## config.mk

```make
export PLATFORM = sky130hd
export DESIGN_NAME = tetris_move_sched
export DESIGN_NICKNAME = d
export VERILOG_FILES = /design/src/rtl/tetris_pkg.sv /design/src/rtl/gravity_timer.sv /design/src/rtl/tetris_move_sched.sv
export SDC_FILE = /design/constraint.sdc
export NUM_CORES = 1
export LEC_CHECK = 0
export CAP_MARGIN = 20
export CORE_MARGIN = 2
export CORE_UTILIZATION = 53
export DETAILED_ROUTE_END_ITERATION = 12
export PLACE_DENSITY = 0.78
export SLEW_MARGIN = 10
export SYNTH_ARGS = -nofsm -noshare
export SYNTH_HDL_FRONTEND = slang
export SYNTH_SLANG_ARGS = --single-unit
```

## constraint.sdc

```tcl
create_clock -name clk -period 2.1 [get_ports clk]
set_input_delay 0.21 -clock clk [delete_from_list [all_inputs] [get_ports clk]]
set_output_delay 0.21 -clock clk [all_outputs]
set_load 0.01 [all_outputs]
```

## src/rtl/tetris_pkg.sv

```systemverilog
// Shared definitions for the Tetris move scheduler: command codes, FSM states, gravity defaults.
package tetris_pkg;

  localparam int GRAV_BASE_DEF = 48;
  localparam int GRAV_STEP_DEF = 4;
  localparam int GRAV_MIN_DEF  = 2;

  localparam logic [2:0] CMD_NOP   = 3'd0;
  localparam logic [2:0] CMD_LEFT  = 3'd1;
  localparam logic [2:0] CMD_RIGHT = 3'd2;
  localparam logic [2:0] CMD_ROT   = 3'd3;
  localparam logic [2:0] CMD_DOWN  = 3'd4;

  typedef enum logic [1:0] {
    ST_IDLE  = 2'd0,
    ST_ISSUE = 2'd1,
    ST_WAIT  = 2'd2,
    ST_LOCK  = 2'd3
  } state_t;

endpackage

```

## src/rtl/gravity_timer.sv

```systemverilog
// Frame-paced gravity: counts registered VS rising edges, raises grav_pend once per level-dependent period.
// VS rise sampled at edge k -> edge flag at k+1 -> grav_pend at k+2; no backpressure, pending is a sticky flag.
module gravity_timer
  import tetris_pkg::*;
#(
  parameter int GRAV_BASE = GRAV_BASE_DEF,
  parameter int GRAV_STEP = GRAV_STEP_DEF,
  parameter int GRAV_MIN  = GRAV_MIN_DEF
) (
  input  logic       clk,
  input  logic       rst,
  input  logic       enable,
  input  logic [3:0] level,
  input  logic       sync_vs,
  input  logic       pend_clr,
  input  logic       cnt_clr,
  output logic       grav_pend
);

  logic       vs_s, vs_d, vs_rise;
  logic [7:0] grav_cnt;
  logic [7:0] dec, period;
  logic       grav_hit;

  // Subtraction is guarded so a high level clamps to GRAV_MIN instead of wrapping.
  always_comb begin
    dec    = 8'(level) * 8'(GRAV_STEP);
    period = 8'(GRAV_MIN);
    if ((8'(GRAV_BASE) > dec) && ((8'(GRAV_BASE) - dec) > 8'(GRAV_MIN)))
      period = 8'(GRAV_BASE) - dec;
    grav_hit = (grav_cnt >= (period - 8'd1));
  end

  always_ff @(posedge clk or posedge rst) begin
    if (rst) begin
      vs_s      <= 1'b0;
      vs_d      <= 1'b0;
      vs_rise   <= 1'b0;
      grav_cnt  <= 8'd0;
      grav_pend <= 1'b0;
    end else begin
      vs_s    <= sync_vs;
      vs_d    <= vs_s;
      vs_rise <= vs_s & ~vs_d;

      if (!enable || cnt_clr)
        grav_cnt <= 8'd0;
      else if (vs_rise)
        grav_cnt <= grav_hit ? 8'd0 : grav_cnt + 8'd1;

      if (!enable)
        grav_pend <= 1'b0;
      else if (vs_rise && grav_hit)
        grav_pend <= 1'b1;
      else if (pend_clr)
        grav_pend <= 1'b0;
    end
  end

endmodule

```

## src/rtl/tetris_move_sched.sv

```systemverilog
// Move scheduler: latches button requests and gravity, issues one command at a time, sequences hard drop and lock.
// Pulse to cmd_valid is 2 cycles; cmd held stable while i_cmd_ready is low, new requests stay latched meanwhile.
module tetris_move_sched
  import tetris_pkg::*;
#(
  parameter int GRAV_BASE = GRAV_BASE_DEF,
  parameter int GRAV_STEP = GRAV_STEP_DEF,
  parameter int GRAV_MIN  = GRAV_MIN_DEF
) (
  input  logic       clk,
  input  logic       rst,
  input  logic       i_enable,
  input  logic [3:0] i_level,
  input  logic       i_pls_c,
  input  logic       i_pls_w,
  input  logic       i_pls_e,
  input  logic       i_pls_s,
  input  logic       i_pls_n,
  input  logic       i_sync_vs,
  output logic       o_cmd_valid,
  output logic [2:0] o_cmd,
  input  logic       i_cmd_ready,
  input  logic       i_res_valid,
  input  logic       i_res_blocked,
  output logic       o_lock,
  output logic       o_busy,
  output logic [4:0] o_drop_rows
);

  state_t     state, state_nxt;
  logic       pend_c, pend_w, pend_e, pend_s, pend_n;
  logic       grav_pend;
  logic       hd_mode, hd_nxt;
  logic [2:0] cmd_nxt;
  logic [4:0] drop_nxt;
  logic       hs, down_hs, lock_st, any_pend;

  assign hs       = (state == ST_ISSUE) && i_cmd_ready;
  assign down_hs  = hs && (o_cmd == CMD_DOWN);
  assign lock_st  = (state == ST_LOCK);
  assign any_pend = pend_n | pend_c | pend_w | pend_e | pend_s | grav_pend;

  gravity_timer #(
    .GRAV_BASE (GRAV_BASE),
    .GRAV_STEP (GRAV_STEP),
    .GRAV_MIN  (GRAV_MIN)
  ) u_grav (
    .clk       (clk),
    .rst       (rst),
    .enable    (i_enable),
    .level     (i_level),
    .sync_vs   (i_sync_vs),
    .pend_clr  (down_hs | lock_st),
    .cnt_clr   (lock_st),
    .grav_pend (grav_pend)
  );

  // Set beats clear; disable forces every request flag low.
  always_ff @(posedge clk or posedge rst) begin
    if (rst) begin
      pend_c <= 1'b0;
      pend_w <= 1'b0;
      pend_e <= 1'b0;
      pend_s <= 1'b0;
      pend_n <= 1'b0;
    end else if (!i_enable) begin
      pend_c <= 1'b0;
      pend_w <= 1'b0;
      pend_e <= 1'b0;
      pend_s <= 1'b0;
      pend_n <= 1'b0;
    end else begin
      if (i_pls_c) pend_c <= 1'b1;
      else if (lock_st || (hs && o_cmd == CMD_ROT)) pend_c <= 1'b0;
      if (i_pls_w) pend_w <= 1'b1;
      else if (lock_st || (hs && o_cmd == CMD_LEFT)) pend_w <= 1'b0;
      if (i_pls_e) pend_e <= 1'b1;
      else if (lock_st || (hs && o_cmd == CMD_RIGHT)) pend_e <= 1'b0;
      if (i_pls_s) pend_s <= 1'b1;
      else if (lock_st || down_hs) pend_s <= 1'b0;
      if (i_pls_n) pend_n <= 1'b1;
      else if (lock_st || (down_hs && hd_mode)) pend_n <= 1'b0;
    end
  end

  always_comb begin
    state_nxt = state;
    cmd_nxt   = o_cmd;
    hd_nxt    = hd_mode;
    drop_nxt  = o_drop_rows;
    case (state)
      ST_IDLE: begin
        if (i_enable && any_pend) begin
          state_nxt = ST_ISSUE;
          if (pend_n) begin
            cmd_nxt  = CMD_DOWN;
            hd_nxt   = 1'b1;
            drop_nxt = 5'd0;
          end else if (pend_c) cmd_nxt = CMD_ROT;
          else if (pend_w)     cmd_nxt = CMD_LEFT;
          else if (pend_e)     cmd_nxt = CMD_RIGHT;
          else                 cmd_nxt = CMD_DOWN;
        end
      end
      ST_ISSUE: begin
        if (i_cmd_ready) state_nxt = ST_WAIT;
      end
      ST_WAIT: begin
        if (i_res_valid) begin
          if ((o_cmd == CMD_DOWN) && i_res_blocked) begin
            state_nxt = ST_LOCK;
          end else if (hd_mode && !i_res_blocked) begin
            state_nxt = ST_ISSUE;
            cmd_nxt   = CMD_DOWN;
            drop_nxt  = (o_drop_rows == 5'd31) ? 5'd31 : o_drop_rows + 5'd1;
          end else begin
            state_nxt = ST_IDLE;
          end
        end
      end
      ST_LOCK: begin
        state_nxt = ST_IDLE;
        hd_nxt    = 1'b0;
      end
      default: state_nxt = ST_IDLE;
    endcase
  end

  always_ff @(posedge clk or posedge rst) begin
    if (rst) begin
      state       <= ST_IDLE;
      hd_mode     <= 1'b0;
      o_cmd       <= CMD_NOP;
      o_cmd_valid <= 1'b0;
      o_lock      <= 1'b0;
      o_busy      <= 1'b0;
      o_drop_rows <= 5'd0;
    end else begin
      state       <= state_nxt;
      hd_mode     <= hd_nxt;
      o_cmd       <= cmd_nxt;
      o_cmd_valid <= (state_nxt == ST_ISSUE);
      o_lock      <= (state_nxt == ST_LOCK);
      o_busy      <= (state_nxt != ST_IDLE);
      o_drop_rows <= drop_nxt;
    end
  end

endmodule

```

After elaboration in Yosys (flattened, before gate mapping)
Index checks and enable logic that the tools add are counted.
{"block": "classes", "mux": 47, "eq_ne": 21, "add_sub_neg": 4, "n_reduce_logical": 27, "bitwise": 8, "order_cmp": 3}
{"cell": "8-bit 2-to-1 mux", "n": 4}
{"cell": "5-bit 2-to-1 mux", "n": 6}
{"cell": "3-bit 2-to-1 mux", "n": 8}
{"cell": "1-bit 2-to-1 mux", "n": 21}
{"cell": "3-bit by 1-bit != test with 1-bit output, second input constant", "n": 6}
{"cell": "1-bit logical AND", "n": 11}
{"cell": "2-bit != test, second input constant", "n": 5}
{"cell": "5-bit case mux with 2 select lines", "n": 1}
{"cell": "8-bit by 1-bit adder with 8-bit output, second input constant", "n": 1}
{"cell": "8-bit greater-or-equal comparator", "n": 1}
{"cell": "8-bit by 2-bit > comparator with 1-bit output, second input constant", "n": 1}
{"cell": "2-bit 2-to-1 mux", "n": 4}
{"cell": "2-bit case mux with 4 select lines", "n": 1}
{"cell": "2-bit nonzero test", "n": 4}
{"cell": "8-bit by 1-bit subtractor with 8-bit output, second input constant", "n": 1}
{"cell": "6-bit by 6-bit subtractor with 7-bit output, first input constant", "n": 1}
{"cell": "2-bit equality test, second input constant", "n": 3}
{"cell": "3-bit by 2-bit equality test with 1-bit output, second input constant", "n": 2}
{"cell": "6-bit > comparator, first input constant", "n": 1}
{"cell": "1-bit logical OR", "n": 6}
{"cell": "1-bit OR", "n": 6}
{"cell": "3-bit case mux with 2 select lines", "n": 1}
{"cell": "6-bit AND reduction", "n": 1}
{"cell": "5-bit by 1-bit adder with 5-bit output, second input constant", "n": 1}
{"cell": "other kinds (11)", "n": 13}
{"block": "totals", "output_inout_bits": 11, "ff_bits": 31, "word_cells": 127}

Longest topological paths before layout
{"block": "logic_depth", "depth_word": 9, "ltp_mapped": 14, "ltp_nobuf": 13}

By module
A second synthesis with hierarchy kept.
{"block": "unflattened", "cells_unflattened": 186, "hier_area_um2": 1848.0}
{"mod": "tetris_move_sched", "area_per_inst_um2": 1033.5, "n_inst": 1, "seq_area_each_um2": 475.5, "cells_per_inst": 103}
{"mod": "gravity_timer", "area_per_inst_um2": 814.5, "n_inst": 1, "seq_area_each_um2": 300.3, "cells_per_inst": 83}

Worst setup path after synthesis
Ideal clock, no wire load.
{"block": "synth_path", "kind": "in2reg", "start": "in i_level[0]", "end": "reg u_grav.grav_cnt[7]", "n_path_buf": 2, "setup_time_ps": 116, "arrival_time_ps": 2741, "path_slack_ps": -757, "cell_stages": 14, "cell_sequence": "clkbuf_1 inv_1 ha_1 clkbuf_1 nor2_1 or3_1 o311ai_0 o21ai_0 ha_1 nand4_1 inv_1 a211oi_1 nand2_1 o311ai_0"}
{"block": "synth_between", "elab_chain_cells": 9, "elab_cells_between_ends": 10, "classes_between": "add/sub (2); order compare (3); mux (4); reduce/logical (1)"}
{"element": "start: declaration", "line": "tetris_move_sched.sv:13", "text": "input logic [3:0] i_level,"}
{"element": "6-bit by 6-bit subtractor with 7-bit output", "line": "gravity_timer.sv:29, gravity_timer.sv:30"}
{"element": "8-bit by 2-bit > comparator with 1-bit output", "line": "gravity_timer.sv:29", "text": "if ((8'(GRAV_BASE) > dec) && ((8'(GRAV_BASE) - dec) > 8'(GRAV_MIN)))"}
{"element": "1-bit logical AND", "line": "gravity_timer.sv:29"}
{"element": "8-bit 2-to-1 mux (*)", "line": "gravity_timer.sv:29"}
{"element": "8-bit by 1-bit subtractor with 8-bit output (*)", "line": "gravity_timer.sv:31", "text": "grav_hit = (grav_cnt >= (period - 8'd1));"}
{"element": "8-bit greater-or-equal comparator (*)", "line": "gravity_timer.sv:31"}
{"element": "8-bit 2-to-1 mux (*)", "line": "gravity_timer.sv:49", "text": "grav_cnt <= grav_hit ? 8'd0 : grav_cnt + 8'd1;"}
{"element": "8-bit 2-to-1 mux (*)", "line": "gravity_timer.sv:48", "text": "else if (vs_rise)"}
{"element": "8-bit 2-to-1 mux (*)", "line": "gravity_timer.sv:46", "text": "if (!enable || cnt_clr)"}
{"element": "end signal: assignment", "line": "gravity_timer.sv:49"}
{"element": "end: declaration", "line": "gravity_timer.sv:21", "text": "logic [7:0] grav_cnt;"}
Mark *: on every way between the ends. The rest lies on a longest branch, timed or not. The select of a mux whose other input is x is not followed.
A chain may end at the register's enable or synchronous reset.

Worst setup path in the final report
Ends and elaborated chain as after synthesis.

==> results.json <==
{
  "status": "finished clean",
  "ys_warn_count": 0,
  "grt_use_met2": 0.380,
  "clk_path_buf_depth": 2,
  "die_x_um": 62.2,
  "grt_start_max_net_pins": 32,
  "min_period_over_period": 0.969,
  "place.detailed.instances": 268,
  "nets": 257,
  "dp_hpwl_mm": 2.90,
  "fin_util": 0.696,
  "cp_max_fo": 7,
  "first_global_vias": 1579,
  "drt_pass1_iterations": 4,
  "io_pins": 27,
  "synth_area_per_cell_um2": 9.34,
  "gp_congestion": 0.861,
  "cap_viol_max_count": 0,
  "core_mm2": 0.00328,
  "grt_pass1_wl_mm": 7.00,
  "syn_area_mm2": 0.00179,
  "clk_latency_ns": 0.34,
  "synthToLayoutAreaGrowth_pct": 27.6,
  "globalRouteTotalUtil": 0.232,
  "hold_viol_final": 0,
  "syn_nets": 218,
  "mostFrequentLayoutCells": "dfrtp_1 (31), clkdlybuf4s50_1 (22), nand2_1 (16)",
  "tritoncts": "built",
  "synth-seq-cells": 31,
  "min_path_type": "input port to async pin",
  "drtIter0Drc": 116,
  "fmax_mhz": 492,
  "antenna_found_initial": 0,
  "cp_data_arrival_time_ns": 2.28,
  "floorplan.initialDensity": 0.546,
  "required_ns": 2.34,
  "clk_pin_slew_worst_paths_ns": 0.09,
  "path_class": "input port to flip-flop",
  "slew_viol_final": 0,
  "routedWlPerCell_um": 14.6,
  "async_flop_share": 1.00,
  "drive_gt1_frac": 0.190,
  "use_met1": 0.288,
  "final_common_cell": "dfrtp_1",
  "num_antenna_cells": 0,
  "worst_pin_slew_ns": 0.398,
  "grt_busiest_layer": "met2",
  "synthCells": 192,
  "cts_sinks": 31,
  "cts_hold_buf": 0,
  "placed_cell_area_mm2": 0.00219,
  "io_buffers": 26,
  "overflow": 0,
  "ys_types": 47,
  "htreeDepth": 2,
  "drtAntennaViolNets": 0,
  "cp-end-kind": "flip-flop",
  "rows": 21,
  "seq_area_frac_synth": 0.433,
  "cts_buffers": 5,
  "num_vias": 1574,
  "fin_area_mm2": 0.00229,
  "dieHeight_um": 62.2,
  "vias_per_cell": 5.66,
  "finalSetupViolations": 0,
  "layoutNonFillerInstCount": 278,
  "synth_edf_count": 0,
  "layout_setup_ws_ns": 0.0659,
  "max_slew_margin": 0.734,
  "grtUsageMet3": 0.0688,
  "max-vdd-ir-drop_mv": 0.829,
  "remaining_drc_errors": 0,
  "leakagePower_nw": 0.992,
  "dieArea_mm2": 0.00386,
  "place_ws_ns": -0.695,
  "cp-start-kind": "input port",
  "cts-root-buf": "clkbuf_4",
  "skew_ns": 0.00553,
  "synth_ff_type": "dfrtp_1",
  "drt-total-wl_mm": 4.06,
  "powerDensity_mw_per_mm2": 853,
  "fin_crit_ns": 2.03
}
layer usage:
layer  vias up  share of wire
li1        782              -
met1       753           0.44
met2        32           0.50
met3         7          0.040
met4         0          0.018
met5         -              0
cell type report:
type	count	area, um^2
clock buffers	7	45.0
well taps	46	57.6
repair buffers	40	353
inverters	10	40.0
fillers	270	997
flip-flops and latches	31	776
clock inverters	1	5.00
multi-input cells	143	1010
metrics by stage:
step | total power (W) | hold slack (ns) | TNS (ns)
detailed placement | 0.00161 | 0.366 | -5.76
global placement | 0.00158 | 0.359 | -4.48
finish | 0.00195 | 0.264 | 0
floorplan | 0.00134 | 0.241 | -0.557
global route | 0.00210 | 0.305 | -0.0561
CTS | 0.00196 | 0.279 | 0
sequential cells by signal (all words and copies together) (netlist names):
name,cells
hd_mode,1
o_busy,1
o_cmd,3
o_cmd_valid,1
o_drop_rows,5
o_lock,1
pend_c,1
pend_e,1
pend_n,1
pend_s,1
pend_w,1
state,2
u_grav.grav_cnt,8
u_grav.grav_pend,1
u_grav.vs_d,1
u_grav.vs_rise,1
u_grav.vs_s,1
kinds of logic after synthesis:
| kind of cell | after synthesis | synth area share |
|---|---|---|
| XOR/XNOR | 6 | 0.0293 |
| multiplexers | 2 | 0.0112 |
| buffers and inverters | 18 | 0.0447 |
| AND/OR/NAND/NOR | 68 | 0.203 |
| flip-flops | 31 | 0.433 |
| adder cells (fa/ha/maj) | 10 | 0.0698 |
| AO/OA/AOI/OAI | 57 | 0.209 |
report_power, final:
| part | total [W] | internal [W] | switching (W) | leakage [nW] |
|---|---|---|---|---|
| combinational | 0.000725 | 0.000366 | 0.000359 | 0.557 |
| sequential | 0.000894 | 0.000717 | 0.000177 | 0.405 |
| clock | 0.000332 | 0.000130 | 0.000202 | 0.0293 |
| total | 0.00195 | 0.00121 | 0.000738 | 0.992 |
worst paths after layout:
path	start	to	slack (ns)	cells past startpoint
min	rst	u_grav.grav_cnt[1]$_DFFE_PP0P_	0.26	3
min in group clk	i_sync_vs	u_grav.vs_s$_DFF_PP0_	0.32	1
max reg2reg	u_grav.grav_cnt[3]$_DFFE_PP0P_	u_grav.grav_cnt[7]$_DFFE_PP0P_	0.34	6
max	i_level[0]	u_grav.grav_cnt[7]$_DFFE_PP0P_	0.07	13
min reg2reg	u_grav.vs_s$_DFF_PP0_	u_grav.vs_d$_DFF_PP0_	0.39	0
max in group asynchronous	rst	state[0]$_DFF_PP0_	1.55	3
what timing repair did:
item                                    4_1_cts  5_1_grt
pin swaps                                     6        5
gates cloned                                  0        0
endpoints found under the setup margin        9        9
gates resized for setup                      16        9
buffers inserted                              2        0
cell usage after synthesis (2+ instances only):
cell	count	area (um^2)
xor2_1	5	43.8
nor3b_1	2	15.0
o2111ai_1	2	17.5
nor2b_1	4	25.0
and4_1	2	17.5
nor2_1	15	56.3
inv_1	10	37.5
a31oi_1	4	25.0
nor3_1	3	15.0
or3_1	2	12.5
o21ai_0	14	70.1
ha_1	10	125
mux2i_1	2	20.0
o311ai_0	2	17.5
a21boi_0	2	15.0
nand4_1	5	31.3
nand3b_1	4	30.0
nand2_1	16	60.1
and2_1	3	18.8
o41ai_1	3	26.3
clkbuf_1	5	18.8
a41oi_1	2	17.5
dfrtp_1	31	776
and3_1	2	12.5
a21oi_1	16	80.1
nand3_1	5	25.0
worst max-delay path: stages:
cell and delay [ns]:
buf_2 0.11, inv_4 0.04, ha_4 0.31, nor2_4 0.04
or3_4 0.33, o311ai_2 0.07, o21ai_1 0.13, ha_2 0.28
nand4_1 0.10, inv_1 0.07, a211oi_2 0.21, nand2_1 0.12
o311ai_2 0.25
Note: power is estimated with default switching activity, not from simulation.
